===== config.mk =====
export PLATFORM = sky130hd
export DESIGN_NAME = data_receiver_flat
export DESIGN_NICKNAME = d
export VERILOG_FILES = /design/src/rtl/data_receiver_if.sv /design/src/rtl/data_receiver.sv /design/src/flat_wrapper.sv
export SDC_FILE = /design/constraint.sdc
export NUM_CORES = 1
export LEC_CHECK = 0
export CORE_AREA = 5 5 197 180
export CTS_CLUSTER_SIZE = 16
export DETAILED_ROUTE_END_ITERATION = 10
export DIE_AREA = 0 0 202 185
export PLACE_DENSITY = 0.79
export SYNTH_ARGS = -nofsm -noshare
export SYNTH_HDL_FRONTEND = slang
export SYNTH_SLANG_ARGS = --single-unit
export TNS_END_PERCENT = 1

===== constraint.sdc =====
create_clock -name clk_in -period 9.8 [get_ports clk_in]
set_input_delay 1.47 -clock clk_in [delete_from_list [all_inputs] [get_ports clk_in]]
set_output_delay 1.47 -clock clk_in [all_outputs]
set_load 0.05 [all_outputs]

===== src/rtl/data_receiver_if.sv =====
// Pin bundle for data_receiver: FTDI 245 read-side signals plus the downstream
// valid/ready stream and the captured-word counter.
interface data_receiver_if #(
  parameter int CNT_W = 16
);
  logic             rxf_n_in;
  logic [31:0]      data_in;
  logic [3:0]       be_in;
  logic             oe_n_out;
  logic             rd_n_out;
  logic [31:0]      data_out;
  logic [3:0]       be_out;
  logic             valid_out;
  logic             ready_in;
  logic [CNT_W-1:0] word_count_out;

  modport master (
    input  rxf_n_in,
    input  data_in,
    input  be_in,
    input  ready_in,
    output oe_n_out,
    output rd_n_out,
    output data_out,
    output be_out,
    output valid_out,
    output word_count_out
  );

  modport slave (
    output rxf_n_in,
    output data_in,
    output be_in,
    output ready_in,
    input  oe_n_out,
    input  rd_n_out,
    input  data_out,
    input  be_out,
    input  valid_out,
    input  word_count_out
  );
endinterface


===== src/rtl/data_receiver.sv =====
// FTDI 245 synchronous-FIFO read master: bursts words off DATA/BE into a
// first-word-fall-through buffer drained through a valid/ready stream.
module data_receiver #(
  parameter int DEPTH = 8,
  parameter int CNT_W = 16
) (
  input  logic            clk_in,
  input  logic            rst_in,
  data_receiver_if.master bus
);

  localparam int PW = $clog2(DEPTH);
  localparam int CW = PW + 1;
  localparam logic [CW-1:0] LAUNCH_MAX = CW'(DEPTH - 2);
  localparam logic [CW-1:0] CONT_MAX   = CW'(DEPTH - 1);

  typedef enum logic [1:0] {
    IDLE = 2'd0,
    OE   = 2'd1,
    READ = 2'd2,
    TURN = 2'd3
  } state_e;

  state_e           state_q, state_d;
  logic             oe_n_q, oe_n_d;
  logic             rd_n_q, rd_n_d;
  logic [35:0]      mem_q [DEPTH];
  logic [PW-1:0]    wr_ptr_q, wr_ptr_d;
  logic [PW-1:0]    rd_ptr_q, rd_ptr_d;
  logic [CW-1:0]    count_q, count_d;
  logic [35:0]      head_q, head_d;
  logic             valid_q, valid_d;
  logic [CNT_W-1:0] wc_q, wc_d;

  logic             push_s;
  logic             pop_s;
  logic [35:0]      word_s;

  assign push_s = ~rd_n_q & ~bus.rxf_n_in;
  assign pop_s  = valid_q & bus.ready_in;
  assign word_s = {bus.be_in, bus.data_in};

  // Buffer pointers, occupancy, registered head word and capture counter.
  always_comb begin
    wr_ptr_d = wr_ptr_q;
    rd_ptr_d = rd_ptr_q;
    wc_d     = wc_q;
    head_d   = head_q;
    if (push_s) begin
      wr_ptr_d = wr_ptr_q + PW'(1);
      wc_d     = wc_q + CNT_W'(1);
    end else begin
      wr_ptr_d = wr_ptr_q;
      wc_d     = wc_q;
    end
    if (pop_s) begin
      rd_ptr_d = rd_ptr_q + PW'(1);
    end else begin
      rd_ptr_d = rd_ptr_q;
    end
    count_d = count_q + CW'(push_s) - CW'(pop_s);
    valid_d = (count_d != {CW{1'b0}});
    // The incoming word becomes the head when nothing older survives this edge.
    if (count_d == {CW{1'b0}}) begin
      head_d = head_q;
    end else if (push_s && (count_q == CW'(pop_s))) begin
      head_d = word_s;
    end else begin
      head_d = mem_q[rd_ptr_d];
    end
  end

  // Read-strobe sequencer; continuation is judged on post-edge occupancy.
  always_comb begin
    state_d = state_q;
    oe_n_d  = oe_n_q;
    rd_n_d  = rd_n_q;
    case (state_q)
      IDLE: begin
        if (!bus.rxf_n_in && (count_q <= LAUNCH_MAX)) begin
          state_d = OE;
          oe_n_d  = 1'b0;
        end else begin
          state_d = IDLE;
        end
      end
      OE: begin
        if (!bus.rxf_n_in && (count_d <= CONT_MAX)) begin
          state_d = READ;
          rd_n_d  = 1'b0;
        end else begin
          state_d = TURN;
          oe_n_d  = 1'b1;
        end
      end
      READ: begin
        if (!bus.rxf_n_in && (count_d <= CONT_MAX)) begin
          state_d = READ;
        end else begin
          state_d = TURN;
          oe_n_d  = 1'b1;
          rd_n_d  = 1'b1;
        end
      end
      TURN: begin
        state_d = IDLE;
        oe_n_d  = 1'b1;
        rd_n_d  = 1'b1;
      end
      default: begin
        state_d = IDLE;
        oe_n_d  = 1'b1;
        rd_n_d  = 1'b1;
      end
    endcase
  end

  // Control and status registers.
  always_ff @(posedge clk_in) begin
    if (rst_in) begin
      state_q  <= IDLE;
      oe_n_q   <= 1'b1;
      rd_n_q   <= 1'b1;
      wr_ptr_q <= {PW{1'b0}};
      rd_ptr_q <= {PW{1'b0}};
      count_q  <= {CW{1'b0}};
      head_q   <= 36'd0;
      valid_q  <= 1'b0;
      wc_q     <= {CNT_W{1'b0}};
    end else begin
      state_q  <= state_d;
      oe_n_q   <= oe_n_d;
      rd_n_q   <= rd_n_d;
      wr_ptr_q <= wr_ptr_d;
      rd_ptr_q <= rd_ptr_d;
      count_q  <= count_d;
      head_q   <= head_d;
      valid_q  <= valid_d;
      wc_q     <= wc_d;
    end
  end

  // Buffer storage; a word on the bus at a reset edge is dropped.
  always_ff @(posedge clk_in) begin
    if (rst_in) begin
      for (int i = 0; i < DEPTH; i++) begin
        mem_q[i] <= 36'd0;
      end
    end else if (push_s) begin
      mem_q[wr_ptr_q] <= word_s;
    end else begin
      mem_q[wr_ptr_q] <= mem_q[wr_ptr_q];
    end
  end

  assign bus.oe_n_out       = oe_n_q;
  assign bus.rd_n_out       = rd_n_q;
  assign bus.data_out       = head_q[31:0];
  assign bus.be_out         = head_q[35:32];
  assign bus.valid_out      = valid_q;
  assign bus.word_count_out = wc_q;

endmodule


===== src/flat_wrapper.sv =====
// flat-port wrapper written by rule: the top's interface ports become plain ports
module data_receiver_flat 
#(
  parameter int DEPTH = 8,
  parameter int CNT_W = 16
)
  (clk_in, rst_in, bus_rxf_n_in, bus_data_in, bus_be_in, bus_ready_in, bus_oe_n_out, bus_rd_n_out, bus_data_out, bus_be_out, bus_valid_out, bus_word_count_out);
  data_receiver_if #(.CNT_W(CNT_W)) bus_i ();
  input  logic clk_in;
  input  logic rst_in;
  input wire logic [$bits(bus_i.rxf_n_in)-1:0] bus_rxf_n_in;
  input wire logic [$bits(bus_i.data_in)-1:0] bus_data_in;
  input wire logic [$bits(bus_i.be_in)-1:0] bus_be_in;
  input wire logic [$bits(bus_i.ready_in)-1:0] bus_ready_in;
  output wire logic [$bits(bus_i.oe_n_out)-1:0] bus_oe_n_out;
  output wire logic [$bits(bus_i.rd_n_out)-1:0] bus_rd_n_out;
  output wire logic [$bits(bus_i.data_out)-1:0] bus_data_out;
  output wire logic [$bits(bus_i.be_out)-1:0] bus_be_out;
  output wire logic [$bits(bus_i.valid_out)-1:0] bus_valid_out;
  output wire logic [$bits(bus_i.word_count_out)-1:0] bus_word_count_out;
  assign bus_i.rxf_n_in = bus_rxf_n_in;
  assign bus_i.data_in = bus_data_in;
  assign bus_i.be_in = bus_be_in;
  assign bus_i.ready_in = bus_ready_in;
  assign bus_oe_n_out = bus_i.oe_n_out;
  assign bus_rd_n_out = bus_i.rd_n_out;
  assign bus_data_out = bus_i.data_out;
  assign bus_be_out = bus_i.be_out;
  assign bus_valid_out = bus_i.valid_out;
  assign bus_word_count_out = bus_i.word_count_out;
  data_receiver #(.DEPTH(DEPTH), .CNT_W(CNT_W)) u_core (.clk_in(clk_in), .rst_in(rst_in), .bus(bus_i));
endmodule

==> results.sh <==
export IMPL_status="finished, final reports clean"
export IMPL_synth_cell_types=71
export IMPL_min_period_over_period=0.536
export IMPL_dp_hpwl_microns=27200
export IMPL_track_usage=0.247
export IMPL_hold_viol_final=0
export IMPL_wl_microns=47300
export IMPL_clk_path_buf_depth=3
export IMPL_die_y_microns=185
export IMPL_ys_ff_latch=355
export IMPL_min_path_type="reg2reg"
export IMPL_worstMarginPinSlew_ns=1.27
export IMPL_fin_nets=1618
export IMPL_crit_slowest_cell="nand2_1"
export IMPL_critPathMaxStageDelay_ns=0.59
export IMPL_overflow=0
export IMPL_drc=0
export IMPL_maxCapViolCount=0
export IMPL_ioPinCount=95
export IMPL_power_density_nw_per_um2=234
export IMPL_drt_iter0_drc=1223
export IMPL_fin_skew_ns=0.0192
export IMPL_vias_per_cell=6.37
export IMPL_ys_flop_type="edfxtp_1"
export IMPL_synthCells=1524
export IMPL_setup_violations=0
export IMPL_cts_tree="built"
export IMPL_start_kind="input port"
export IMPL_portBuffers=94
export IMPL_combPwrFrac=0.313
export IMPL_place_ws_ns=4.13
export IMPL_die_x_microns=202
export IMPL_syn_nets=1578
export IMPL_synth_warnings=0
export IMPL_cp_arrival_ns=5.68
export IMPL_nFillCells=2548
export IMPL_seqPwrFrac=0.389
export IMPL_min_period_ns=5.25
export IMPL_gp_congestion=0.813
export IMPL_area_delta_synth_final_pct=13.5
export IMPL_irDropWorstVdd_mv=0.127
export IMPL_wl_per_cell_microns=23.4
export IMPL_finalMaxSlewViolations=0
export IMPL_antenna_left=0
export IMPL_cellLeakagePower_nw=7.54
export IMPL_crit_family="simple AND/OR/NAND/NOR gates"
export IMPL_cp_num_buf_inv=4
export IMPL_worst_setup_path_end_kind="register"
export IMPL_path_clk_slew_ns=0.06
export IMPL_first_global_vias=12964
export IMPL_syn_area_sq_um=18000
export IMPL_htreeDepth=2
export IMPL_cts_resized_gates=0
export IMPL_placed_cells=1954
export IMPL_grt_max_degree=66
export IMPL_avgSynthCellArea_sq_um=11.8
export IMPL_final_cells=2022
export IMPL_core_sq_um=33400
export IMPL_cts_sink_count=355
export IMPL_holdBufCountCts=0
export IMPL_rsz0062_at_grt="false"
export IMPL_p_sw_mw=1.67
export IMPL_tns_ns=0
export IMPL_die_area_sq_um=37400
export IMPL_power_share_switching=0.349
export IMPL_ys_seq_area_frac=0.555
export IMPL_fmax_mhz=190
export IMPL_internal_power_mw=3.12
export IMPL_cts_root_buf="clkbuf_16"
export IMPL_diodes=0
export IMPL_critPathKind="in2reg"
export IMPL_grt_pass1_wl_microns=73100
export IMPL_drive_above_1_share=0.0917
export IMPL_max_slew_margin=0.153
export IMPL_firstDrtPassIters=5
export IMPL_cts_buffers=37
export IMPL_antenna_found_initial=1
export IMPL_crit_fanout=25
export IMPL_synth_async_reset_ratio=0
export IMPL_synth_edf_count=288
export IMPL_final_setup_worst_slack_ns=4.55
export IMPL_p_clk_frac=0.298
export IMPL_start_util=0.539
export IMPL_std_cell_rows=64
export IMPL_power_mw=4.79
export IMPL_cts_setup_buffers=0
export IMPL_num_vias=12890
export IMPL_crit_chain="clkdlybuf4s50_1, buf_4, nand2_1, inv_2, ha_1, inv_1, ha_1, fa_1, or3_1, a211o_1, nand2_1, a2111oi_0, nor4_1"
export IMPL_insertion_delay_ns=0.53
export IMPL_cp_required_ns=10.22
[layout make-up]
type                       count  area [sq um]  area share
clock buffer                  53          1140      0.0559
clock inverter                15           104     0.00508
inverter                      16          60.1     0.00294
multi-input combinational   1033          7460       0.365
sequential                   355          9990       0.489
tap                          429           537      0.0263
timing repair buffer         121          1140      0.0557
[cells by family (layout without fill, tap and decap cells)]
| logic type | after synthesis | after routing | share of synthesized area |
|---|---|---|---|
| simple gates | 562 | 562 | 0.182 |
| buf+inv | 136 | 205 | 0.0339 |
| flops | 355 | 355 | 0.555 |
| fa+ha+maj | 14 | 14 | 0.0101 |
| mux | 176 | 176 | 0.0990 |
| xor+xnor | 20 | 20 | 0.00972 |
| compound gates | 261 | 261 | 0.111 |
[power by group through the flow]
stage                     logic [mW]  registers (mW)  clock network [mW]
final                           1.50            1.86                1.43
after global routing            1.60            1.87                1.50
after CTS                       1.49            1.86                1.44
after detailed placement        1.48            1.89                   0
after global placement          1.43            1.89                   0
after floorplan                0.845            2.08                   0
[routing by layer]
| metal | wire, microns | GRT usage |
|---|---|---|
| met1 | 19300 | 0.325 |
| met2 | 22700 | 0.424 |
| met3 | 3820 | 0.0399 |
| met4 | 1440 | 0.0801 |
| met5 | 0 | 0 |
[registers in the layout, summed over array words and instances, names as in the netlist]
register	flops
u_core.head_q	36
u_core.count_q	4
u_core.mem_q	288
u_core.wr_ptr_q	3
u_core.state_q	2
u_core.bus.word_count_out	16
u_core.rd_ptr_q	3
u_core.bus.valid_out	1
u_core.bus.rd_n_out	1
u_core.bus.oe_n_out	1
[metrics by stage]
stage,utilization,cell area [sq um],hold WS (ns)
after floorplan,-,18000,0.462
after global placement,0.575,19200,0.449
after detailed placement,0.575,19200,0.454
after CTS,0.612,20400,0.474
after global routing,0.612,20400,0.495
final,0.612,20400,0.468
[worst register-to-register path, stage by stage (launching register included)]
cell and delay [ns]:
dfxtp_1 0.85, ha_1 0.62, nand3b_1 0.98, o32a_1 0.76, o221a_2 0.43, o211ai_1 0.17
[worst paths after layout]
| kind | from | endpoint | slack (ns) | cells after the start |
|---|---|---|---|---|
| worst max-delay path | bus_ready_in | u_core.head_q[28]$_SDFFE_PP0P_ | 4.55 | 13 |
| worst max register to register | u_core.rd_ptr_q[1]$_SDFF_PP0_ | u_core.head_q[30]$_SDFFE_PP0P_ | 5.91 | 5 |
| worst min-delay path | u_core.bus.oe_n_out$_SDFFE_PP1P_ | u_core.bus.oe_n_out$_SDFFE_PP1P_ | 0.47 | 1 |
| worst min register to register | u_core.bus.oe_n_out$_SDFFE_PP1P_ | u_core.bus.oe_n_out$_SDFFE_PP1P_ | 0.47 | 1 |
[placed cells by master (no fill, tap or decap), drive strengths merged, types with 4 or more instances in the layout]
cell and instances:
a2111oi 7, a211o 15, a211oi 21, a21o 8, a21oi 22, a22oi 14
and2 300, and3 16, buf 28, clkbuf 53, clkdlybuf4s50 93, clkinv 14
dfxtp 67, edfxtp 288, ha 13, inv 16, mux2 7, mux2i 168
nand2 49, nand2b 4, nand3 43, nand4 6, nor2 46, nor2b 4
nor3 27, nor3b 18, nor4 14, o2111ai 29, o211ai 15, o21ai 38
o221a 14, o221ai 29, o22ai 14, o31ai 21, or2 23, or3 4
xnor2 11, xor2 9
[synthesized netlist by cell type, types with 15 or more instances]
| master | instances | share of area |
|---|---|---|
| or2_2 | 21 | 0.0073 |
| mux2i_1 | 168 | 0.093 |
| nand3_1 | 43 | 0.012 |
| clkbuf_1 | 61 | 0.013 |
| nor2_1 | 43 | 0.0090 |
| edfxtp_1 | 288 | 0.48 |
| buf_2 | 47 | 0.013 |
| a21oi_1 | 20 | 0.0056 |
| a211oi_1 | 20 | 0.0083 |
| nand2_1 | 49 | 0.010 |
| o31ai_1 | 21 | 0.0088 |
| o221ai_1 | 29 | 0.014 |
| and3_1 | 16 | 0.0056 |
| o2111ai_1 | 29 | 0.014 |
| nor3_1 | 25 | 0.0069 |
| a211o_1 | 15 | 0.0073 |
| o21ai_0 | 38 | 0.011 |
| dfxtp_1 | 67 | 0.074 |
| and2_1 | 286 | 0.099 |
No activity file was read; power rests on OpenSTA's default activity.
